### src/rtl/ctr_stage_scheduler.sv
// ctr_stage_scheduler
//   Sequences the three BCH decoder stages: syndrome calc (SC), key equation
//   solver (KES) and Chien search (CS). Each stage gets a one-cycle init
//   pulse, and the scheduler consumes that stage's done pulse. Frames overlap
//   through two one-deep handoff slots (SC->KES and KES->CS). A frame ID
//   travels with each frame, and completions are reported in acceptance order.
//
// Ports
//   clk                      clock, rising edge
//   in_Arst                  asynchronous active-high reset
//   in_en                    global enable; low blocks new init pulses only
//   in_frm_req               new frame available (held until ack)
//   out_frm_ack              frame accepted, identical to out_sc_init
//   out_sc_init/in_sc_done   SC start pulse / finish pulse
//   out_kes_init/in_kes_done KES start pulse / finish pulse
//   out_cs_init/in_cs_done   CS start pulse / finish pulse
//   out_sc_id/kes_id/cs_id   frame ID owned by each stage
//   out_frm_done(_id)        frame fully decoded, with its ID
//   out_busy                 any stage busy or any slot full (registered)
//   out_err                  sticky: done received while its stage was idle
module ctr_stage_scheduler #(
  parameter int unsigned ID_W = 4
) (
  input  logic            clk,
  input  logic            in_Arst,
  input  logic            in_en,
  input  logic            in_frm_req,
  output logic            out_frm_ack,
  output logic            out_sc_init,
  input  logic            in_sc_done,
  output logic            out_kes_init,
  input  logic            in_kes_done,
  output logic            out_cs_init,
  input  logic            in_cs_done,
  output logic [ID_W-1:0] out_sc_id,
  output logic [ID_W-1:0] out_kes_id,
  output logic [ID_W-1:0] out_cs_id,
  output logic            out_frm_done,
  output logic [ID_W-1:0] out_frm_done_id,
  output logic            out_busy,
  output logic            out_err
);

  typedef enum logic {
    ST_IDLE = 1'b0,
    ST_BUSY = 1'b1
  } stage_t;

  stage_t          sc_st, kes_st, cs_st;
  logic            hsk_full, hkc_full;
  logic [ID_W-1:0] hsk_id, hkc_id;
  logic [ID_W-1:0] id_cnt;

  logic sc_start, kes_start, cs_start;
  logic sc_fin, kes_fin, cs_fin;
  logic spurious;

  always_comb begin
    sc_start  = in_en & in_frm_req & (sc_st == ST_IDLE) & ~hsk_full;
    kes_start = in_en & hsk_full & (kes_st == ST_IDLE) & ~hkc_full;
    cs_start  = in_en & hkc_full & (cs_st == ST_IDLE);
    sc_fin    = in_sc_done  & (sc_st  == ST_BUSY);
    kes_fin   = in_kes_done & (kes_st == ST_BUSY);
    cs_fin    = in_cs_done  & (cs_st  == ST_BUSY);
    spurious  = (in_sc_done  & (sc_st  == ST_IDLE)) |
                (in_kes_done & (kes_st == ST_IDLE)) |
                (in_cs_done  & (cs_st  == ST_IDLE));
  end

  always_ff @(posedge clk or posedge in_Arst) begin
    if (in_Arst) begin
      sc_st           <= ST_IDLE;
      kes_st          <= ST_IDLE;
      cs_st           <= ST_IDLE;
      hsk_full        <= 1'b0;
      hkc_full        <= 1'b0;
      hsk_id          <= '0;
      hkc_id          <= '0;
      id_cnt          <= '0;
      out_frm_ack     <= 1'b0;
      out_sc_init     <= 1'b0;
      out_kes_init    <= 1'b0;
      out_cs_init     <= 1'b0;
      out_sc_id       <= '0;
      out_kes_id      <= '0;
      out_cs_id       <= '0;
      out_frm_done    <= 1'b0;
      out_frm_done_id <= '0;
      out_busy        <= 1'b0;
      out_err         <= 1'b0;
    end else begin
      out_sc_init  <= sc_start;
      out_frm_ack  <= sc_start;
      out_kes_init <= kes_start;
      out_cs_init  <= cs_start;

      // SC stage; start needs IDLE and finish needs BUSY, so they never collide
      if (sc_start) begin
        sc_st     <= ST_BUSY;
        out_sc_id <= id_cnt;
        id_cnt    <= id_cnt + 1'b1;
      end else if (sc_fin) begin
        sc_st <= ST_IDLE;
      end

      // SC->KES slot: a fill wins over a drain so a same-edge handoff keeps
      // the newly finished frame
      if (sc_fin) begin
        hsk_full <= 1'b1;
        hsk_id   <= out_sc_id;
      end else if (kes_start) begin
        hsk_full <= 1'b0;
      end

      if (kes_start) begin
        kes_st     <= ST_BUSY;
        out_kes_id <= hsk_id;
      end else if (kes_fin) begin
        kes_st <= ST_IDLE;
      end

      if (kes_fin) begin
        hkc_full <= 1'b1;
        hkc_id   <= out_kes_id;
      end else if (cs_start) begin
        hkc_full <= 1'b0;
      end

      if (cs_start) begin
        cs_st     <= ST_BUSY;
        out_cs_id <= hkc_id;
      end else if (cs_fin) begin
        cs_st <= ST_IDLE;
      end

      out_frm_done <= cs_fin;
      if (cs_fin) begin
        out_frm_done_id <= out_cs_id;
      end

      out_busy <= (sc_st == ST_BUSY) | (kes_st == ST_BUSY) | (cs_st == ST_BUSY) |
                  hsk_full | hkc_full;

      if (spurious) begin
        out_err <= 1'b1;
      end
    end
  end

endmodule

### config.mk
export PLATFORM = sky130hd
export DESIGN_NAME = ctr_stage_scheduler
export DESIGN_NICKNAME = d
export VERILOG_FILES = /design/src/rtl/ctr_stage_scheduler.sv
export SDC_FILE = /design/constraint.sdc
export NUM_CORES = 1
export LEC_CHECK = 0
export CAP_MARGIN = 15
export CORE_MARGIN = 1
export CORE_UTILIZATION = 30
export DETAILED_ROUTE_END_ITERATION = 8
export GPL_ROUTABILITY_DRIVEN = 0
export PLACE_DENSITY_LB_ADDON = 0.1
export SETUP_SLACK_MARGIN = 0.05
export SLEW_MARGIN = 25
export SYNTH_ARGS = -nofsm -noshare
export SYNTH_HDL_FRONTEND = slang
export SYNTH_SLANG_ARGS = --single-unit
### constraint.sdc
create_clock -name clk -period 1.6 [get_ports clk]
set_input_delay 0.32 -clock clk [delete_from_list [all_inputs] [get_ports clk]]
set_output_delay 0.32 -clock clk [all_outputs]
set_load 0.005 [all_outputs]
==> reports/results.txt, run 1 <==
Final hold violations -> 0
Clock share of power -> 20.5%
Reg2reg setup slack -> 180 ps
Synthesized area -> 1490 sq um
Initial antenna violation count -> 0
Internal -> 2540 uW
Worst vdd ir -> 0.000712 V
Clk root buf -> clkbuf_8
Synth area leader -> dfrtp_1
Via count -> 860
Critical Path RT -> 1280 ps
DRC viols -> 0
CP cell instances -> clkdlybuf4s50_1
Final std cells w/o fill -> 207
Number of synthesized register bits -> 39
CORE AREA -> 4750 sq um
PortBufs -> 29
CP max stage delay -> 510 ps
Clock sink count -> 39
Number of global-route vias before repair -> 856
Tcrit/Tclk final -> 94.3%
Switching pwr -> 947 uW
Mean Syn Cell Area -> 15.2 sq um
Post-synth cell types -> 20
Slew margin rel. -> 85.2%
Most common cell in the netlist -> dfrtp_1
Final global-route overflow total -> 0
Placed Cells -> 196
First-pass GRT wire length -> 4150 microns
Synthesized instance count -> 98
CP top delay family -> buffers and inverters
Gr usage total -> 10.8%
Worst reg2reg startpoint -> sc_st$_DFFE_PP0P_
Power Density -> 1720 nW/um^2
Async SR Flop Fraction -> 100%
IO Count -> 30
Nets -> 147
Post-DP Area -> 1900 sq um
Iteration count of the initial detailed-routing pass -> 2
Htree depth -> 2
Clock Latency Late Sink -> 280 ps
Largest cells by area after synthesis -> dfrtp_1 (66%), mux2_2 (16%), mux2_4 (4.0%)
Die width -> 72.5 microns
CP startpoint kind -> flop
Worst Path Buf+Inv -> 1
R2R Path End -> out_sc_id[0]$_DFFE_PP0P_
Reg clk slew, reported paths -> 80 ps
Sequential-to-total area share from yosys stat -> 65.5%
HP Class -> in2async
TritonCTS clock tree -> done
Largest net degree at the start of global routing -> 40
Clock Skew -> 7.49 ps
DR vias/cell -> 4.15
Die Y -> 72.5 microns
Design Power -> 3490 uW
Synth top cells by count -> dfrtp_1 (39), mux2_2 (21), inv_1 (7), nand2_1 (7), mux2_4 (4)
Ys Warns -> 0
Status -> finished clean
Detailed Place HPWL -> 1790 microns
Combinational power share -> 31.8%
Post-route cell area -> 2020 sq um
Pleak -> 0.000975 uW
Worst R2R Path Depth -> 3
Worst-path maximum fanout -> 3
Fmax -> 662 MHz
Crit-path slowest cell -> clkdlybuf4s50_1
WL/cell -> 12.2 microns
Final Max Slew Viols -> 0
Arr. time, crit path -> 1190 ps
Switch share -> 27.2%
Endpoints failing setup -> 0
Top-area cell type share of the netlist area -> 65.5%
Sequential power share -> 47.7%
Final ANT Viol Nets -> 0
Net Count, Synth -> 106
Antenna fix cells -> 0
Tmin final -> 1510 ps
CP Class -> reg2out
Crit end category -> output port
Starting Density -> 31.3%
Predominant post-synthesis flop cell -> dfrtp_1
Core Rows -> 25
Die Footprint -> 5250 sq um
Number of synthesized flops with an enable pin -> 0
DRT iter0 DRCs -> 23
Clock Tree Buf Depth -> 2
Num CTS Buffers -> 5
Fin Hold WS -> 388 ps
Routed WL -> 2520 microns
Share of layout cells above drive strength 1 -> 30.7%
Max cap viols -> 0
Unrepaired setup endpoints after global routing -> yes
Layout area overhead -> 36.0%
Worst-Margin Slew -> 218 ps
Fill count -> 468
-- metal layers --
| metal | wire, microns | GRT usage (%) | vias to the layer above | share of wire, % |
|---|---|---|---|---|
| li1 | - | - | 407 | - |
| met1 | 1180 | 13.2 | 427 | 47 |
| met2 | 1190 | 16.7 | 21 | 47 |
| met3 | 121 | 4.72 | 5 | 4.8 |
| met4 | 34 | 4.58 | 0 | 1.3 |
| met5 | 0 | 0 | - | 0 |
-- cells by family after synthesis --
kind of cell | synth area share [%]
muxes | 19.9
buffers and inverters | 3.11
DFF | 65.5
adders and majority gates | 0.840
AOI/OAI and AO/OA | 2.44
and+or+nand+nor | 5.88
xor gates and xnor gates | 2.27
-- worst register-to-register path, stage by stage (launching register included) --
cell and delay, ps:
dfrtp_1 430, nor4bb_2 280, buf_4 240, mux2_2 350
-- stage by stage --
stage	util [%]	setup TNS, ps	worst slack (ps)
2_1_floorplan	-	0	296
3_3_place_gp	39.9	-958	-138
3_5_place_dp	39.9	-1050	-156
4_1_cts	42.1	0	67.3
5_1_grt	42.6	0	39.4
6_report	42.6	0	90.5
-- cell type report --
type	count	area [sq um]	area share, %
Clock buffer	8	100	4.94
Inverter	7	26.3	1.30
Multi-Input combinational cell	49	473	23.4
Sequential cell	39	976	48.2
Tap cell	67	83.8	4.14
Timing Repair Buffer	37	365	18.0
-- how the worst max path moves through the flow --
stage / start / endpoint / slack (ps) / depth (start not counted)
after floorplan: sc_st$_DFFE_PP0P_ / id_cnt[1]$_DFFE_PP0P_ / 300 / 3
after global placement: in_frm_req / out_sc_id[2]$_DFFE_PP0P_ / -140 / 4
after detailed placement: in_frm_req / out_sc_id[3]$_DFFE_PP0P_ / -160 / 4
after CTS: out_sc_id[1]$_DFFE_PP0P_ / out_sc_id[1] / 70 / 1
after global routing: out_kes_id[3]$_DFFE_PP0P_ / out_kes_id[3] / 40 / 1
final: out_sc_id[1]$_DFFE_PP0P_ / out_sc_id[1] / 90 / 1
-- layout by cell type (no fill, tap or decap) --
cell              n
a2111o_1          1
a21o_1            2
and3_1            1
buf_12            1
buf_4             7
clkbuf_1          1
clkbuf_8          7
clkdlybuf4s50_1  28
dfrtp_1          39
dlymetal6s2s_1    1
ha_1              1
inv_1             7
mux2_2           21
mux2_4            4
nand2_1           7
nand3b_1          1
nand4_4           1
nor2_1            3
nor3_1            1
nor4bb_2          1
o21ai_0           2
xnor2_1           1
xnor2_2           1
xor2_1            1
-- flip-flops by register name, summed over array words and instances (netlist names) --
signal,cells
out_frm_done_id,4
hsk_id,4
out_kes_id,4
out_err,1
id_cnt,4
out_busy,1
hkc_full,1
out_cs_init,1
sc_st,1
kes_st,1
out_sc_id,4
hkc_id,4
out_kes_init,1
out_cs_id,4
hsk_full,1
cs_st,1
out_sc_init,1
out_frm_done,1
-- power by group through the flow --
stage	logic, uW	clock network [uW]	registers [uW]
2_1_floorplan	563	0	1630
3_3_place_gp	1060	0	1680
3_5_place_dp	1080	0	1690
4_1_cts	1090	736	1680
5_1_grt	1230	789	1730
6_report	1110	713	1660
-- what timing repair did --
item	in CTS	in global routing
setup buffers	0	3
setup endpoints to repair	0	4
hold buffers	0	0
gates resized for setup	0	1
No activity file was read; power rests on OpenSTA's default activity.
==> inputs of run 2 (changes only) <==
- DONT_BUFFER_PORTS: not set -> 1
==> reports/results.txt, run 2 (synthesized netlist as in run 1, its figures left out) <==
Status -> finished clean
Clk root buf -> clkbuf_8
Post-route cell area -> 1670 sq um
Final global-route overflow total -> 0
Antenna fix cells -> 0
Layout area overhead -> 11.8%
Number of global-route vias before repair -> 792
CORE AREA -> 4750 sq um
Power Density -> 1800 nW/um^2
Final Max Slew Viols -> 0
Setup TNS -> 0 ps
Clock sink count -> 39
Core Rows -> 25
DR vias/cell -> 4.35
Largest net degree at the start of global routing -> 40
Tcrit/Tclk final -> 89.7%
DRC viols -> 0
Num CTS Buffers -> 5
Util after Layout -> 35.0%
Reg clk slew, reported paths -> 80 ps
Clock Tree Buf Depth -> 2
Worst-Margin Slew -> 497 ps
Cts hold-fix bufs -> 0
Most frequent cells in the layout -> dfrtp_1 (39), mux2_2 (21), nand2_1 (7), inv_1 (7), clkbuf_8 (5)
CP Class -> reg2reg
Die width -> 72.5 microns
WL/cell -> 14.9 microns
Fin Hold WS -> 35.1 ps
Post-CTS Setup Bufs -> 0
CP startpoint kind -> flop
TritonCTS clock tree -> done
Worst vdd ir -> 0.000669 V
Die Y -> 72.5 microns
Htree depth -> 2
Placed Cells -> 165
Pleak -> 0.000819 uW
Detailed Place HPWL -> 1780 microns
DRT iter0 DRCs -> 35
Routed WL -> 2580 microns
Unrepaired setup endpoints after global routing -> no
Final ANT Viol Nets -> 0
Final hold violations -> 0
Nets -> 113
Worst-path maximum fanout -> 10
Die Footprint -> 5250 sq um
Post_cts resized -> 0
Initial antenna violation count -> 0
Critical Path RT -> 1780 ps
Arr. time, crit path -> 1620 ps
Clock Skew -> 3.79 ps
Slew margin rel. -> 66.9%
Crit end category -> flop
Commonest non-fill, non-tap cell in the layout -> dfrtp_1
HP Class -> in2async
Share of layout cells above drive strength 1 -> 36.8%
Via count -> 752
PortBufs -> 0
IO Count -> 30
Final std cells w/o fill -> 173
Clock Latency Late Sink -> 290 ps
Post-DP Area -> 1580 sq um
Tmin final -> 1440 ps
Iteration count of the initial detailed-routing pass -> 4
Max cap viols -> 0
Fmax -> 697 MHz
Endpoints failing setup -> 0
Starting Density -> 31.3%
Gr usage total -> 11.2%
First-pass GRT wire length -> 4190 microns
[run 2: path summary, 6_finish.rpt]
path / startpoint / endpoint / slack [ps] / cells past startpoint
max: hsk_full$_DFFE_PP0P_ / out_sc_id[0]$_DFFE_PP0P_ / 160 / 3
min: in_Arst / out_cs_id[1]$_DFFE_PP0P_ / 40 / 2
max reg2reg: hsk_full$_DFFE_PP0P_ / out_sc_id[0]$_DFFE_PP0P_ / 160 / 3
min reg2reg: hkc_id[0]$_DFFE_PP0P_ / hkc_id[0]$_DFFE_PP0P_ / 510 / 1
max in group asynchronous: in_Arst / out_frm_done_id[3]$_DFFE_PP0P_ / 1220 / 2
min in group clk: in_cs_done / cs_st$_DFFE_PP0P_ / 120 / 1
[run 2: routing by layer]
layer | track usage, % | up-vias | routed length (microns)
li1 | - | 349 | -
met1 | 14.4 | 377 | 1200
met2 | 15.8 | 21 | 1180
met3 | 5.14 | 5 | 147
met4 | 5.88 | 0 | 53
met5 | 0 | - | 0
[run 2: power by group]
part	total (uW)	switching, uW	internal, uW	leakage [uW]
Combinational	632	234	398	0.000274
Clock	644	346	298	0.0000477
Sequential	1720	349	1370	0.000497
[run 2: stage by stage]
step | setup slack, ps | total power [uW]
finish | 165 | 2990
floorplan | 296 | 2190
detailed placement | 172 | 2400
CTS | 145 | 3050
global placement | 184 | 2370
global route | 87.7 | 3220
[run 2: worst max-delay path, cell delays in order (launching register included)]
cell	delay (ps)
dfrtp_1	420
nor4bb_2	310
buf_4	240
mux2_2	350
[run 2: cell type report]
cell class / instances / area, sq um
timing repair buffer: 3 / 22.5
fill: 488 / 3090
multi-input combinational: 49 / 473
clock inverter: 3 / 15.0
sequential: 39 / 976
tap: 67 / 83.8
clock buffer: 5 / 68.8
inverter: 7 / 26.3
==> inputs of run 3 (changes only) <==
- CORE_MARGIN: 1 -> not set
- GPL_TIMING_DRIVEN: not set -> 0
- PLACE_DENSITY: not set -> 0.41
- PLACE_DENSITY_LB_ADDON: 0.1 -> not set
==> reports/results.txt, run 3 (synthesized netlist as in run 1, its figures left out) <==
Final ANT Viol Nets -> 0
Iteration count of the initial detailed-routing pass -> 4
Worst setup margin -> 201 ps
Tcrit/Tclk final -> 87.4%
Worst hold stages -> 1
Critical Path RT -> 1780 ps
Crit end category -> flop
Unrepaired setup endpoints after global routing -> no
Reg clk slew, reported paths -> 70 ps
Largest net degree at the start of global routing -> 27
Worst R2R Path Depth -> 3
Tmin final -> 1400 ps
TritonCTS clock tree -> done
Gr usage total -> 10.3%
DRC viols -> 0
DR vias/cell -> 4.33
Final Max Slew Viols -> 0
Clock sink count -> 39
Pleak -> 0.000845 uW
HP Class -> in2reg
Via count -> 758
Routed WL -> 2400 microns
Post-CTS Setup Bufs -> 0
Core Rows -> 25
Final std cells w/o fill -> 175
Clock Tree Buf Depth -> 2
Die Y -> 72.5 microns
Met1 GRT Util -> 12.4%
Placed Cells -> 166
Number of global-route vias before repair -> 777
Layout area overhead -> 15.5%
Slew margin rel. -> 78.1%
Arr. time, crit path -> 1570 ps
PortBufs -> 0
Worst-Margin Slew -> 327 ps
Met3 usage -> 5.14%
Nets -> 115
Fill count -> 485
Clock Skew -> 4.45 ps
Antenna fix cells -> 0
Worst-path maximum fanout -> 10
Detailed Place HPWL -> 1690 microns
Fin Hold WS -> 127 ps
Die Footprint -> 5250 sq um
Clk root buf -> clkbuf_8
Commonest non-fill, non-tap cell in the layout -> dfrtp_1
CP startpoint kind -> flop
Status -> finished clean
Final global-route overflow total -> 0
Starting Density -> 31.3%
Crit-path slowest cell -> dfrtp_1
Most frequent cells in the layout -> dfrtp_1 (39), mux2_2 (21), nand2_1 (7)
Power Density -> 1840 nW/um^2
CP max stage delay -> 410 ps
CP Class -> reg2reg
First-pass GRT wire length -> 3930 microns
Grt met2 use -> 15.2%
CP cell instances -> nor4bb_1, buf_4, mux2_2
Clock Latency Late Sink -> 280 ps
Place WS -> 183 ps
Htree depth -> 2
Initial antenna violation count -> 0
Share of layout cells above drive strength 1 -> 37.0%
Worst vdd ir -> 0.000512 V
Fmax -> 715 MHz
Die width -> 72.5 microns
Util after Layout -> 36.2%
GRT Max-Usage Layer -> met2
WL/cell -> 13.7 microns
DRT iter0 DRCs -> 18
Final hold violations -> 0
IO Count -> 30
Endpoints failing setup -> 0
Max cap viols -> 0
CORE AREA -> 4750 sq um
Num CTS Buffers -> 5
## run 3: cell types whose count changed in the layout (fill, tap and decap cells not counted), sizes merged
| cell | previous run | this run |
|---|---|---|
| clkinv | 3 | 1 |
| dlygate4sd3 | 0 | 1 |
| bufinv | 0 | 1 |
| buf | 3 | 4 |
| clkbuf | 5 | 6 |
## run 3: final timing paths
kind                       slack (ps)                        to            startpoint
max                               200  out_sc_id[1]$_DFFE_PP0P_  hsk_full$_DFFE_PP0P_
min                               130         cs_st$_DFFE_PP0P_            in_cs_done
max reg2reg                       200  out_sc_id[1]$_DFFE_PP0P_  hsk_full$_DFFE_PP0P_
min reg2reg                       500       out_err$_DFFE_PP0P_   out_err$_DFFE_PP0P_
max in group asynchronous         700     hsk_id[3]$_DFFE_PP0P_               in_Arst
min in group asynchronous         460    out_kes_init$_DFF_PP0_               in_Arst
## run 3: what timing repair did
| item | 4_1_cts | 5_1_grt |
|---|---|---|
| hold buffers | 1 | 0 |
| gates resized for setup | 0 | 0 |
| endpoints found under the hold margin | 13 | 0 |
## run 3: per-stage QoR
| stage | power, uW | setup TNS (ps) | area, sq um |
|---|---|---|---|
| floorplan | 2190 | 0 | 1490 |
| finish | 3160 | 0 | 1720 |
| detailed placement | 2370 | 0 | 1590 |
| global placement | 2330 | -2280 | 1570 |
| global route | 3390 | 0 | 1720 |
| CTS | 3240 | 0 | 1720 |
## run 3: critical path, delay by kind of cell, from the launching register on
family,cells,cell delay (ps)
AND/OR/NAND/NOR,1,290
flip-flops,1,410
multiplexers,1,350
buffers and inverters,1,250
## run 3: where the power goes
group	switching, uW	total, uW	internal (uW)
logic	233	633	400
clock network	330	834	504
registers	328	1700	1370
total	890	3160	2270
## run 3: cell type report
| type | instances | area (sq um) | area share (%) |
|---|---|---|---|
| inverters | 7 | 26.3 | 1.53 |
| multi-input cells | 49 | 467 | 27.1 |
| repair buffers | 2 | 30.0 | 1.75 |
| clock inverters | 2 | 35.0 | 2.04 |
| flip-flops and latches | 39 | 976 | 56.7 |
| clock buffers | 6 | 82.6 | 4.80 |
| plain buffers | 3 | 20.0 | 1.16 |
| well taps | 67 | 83.8 | 4.87 |
## run 3: per-layer routing
metal	part of all wire, %	up-vias
li1	-	348
met1	44	382
met2	47	24
met3	7.6	4
met4	1.5	0
met5	0	-
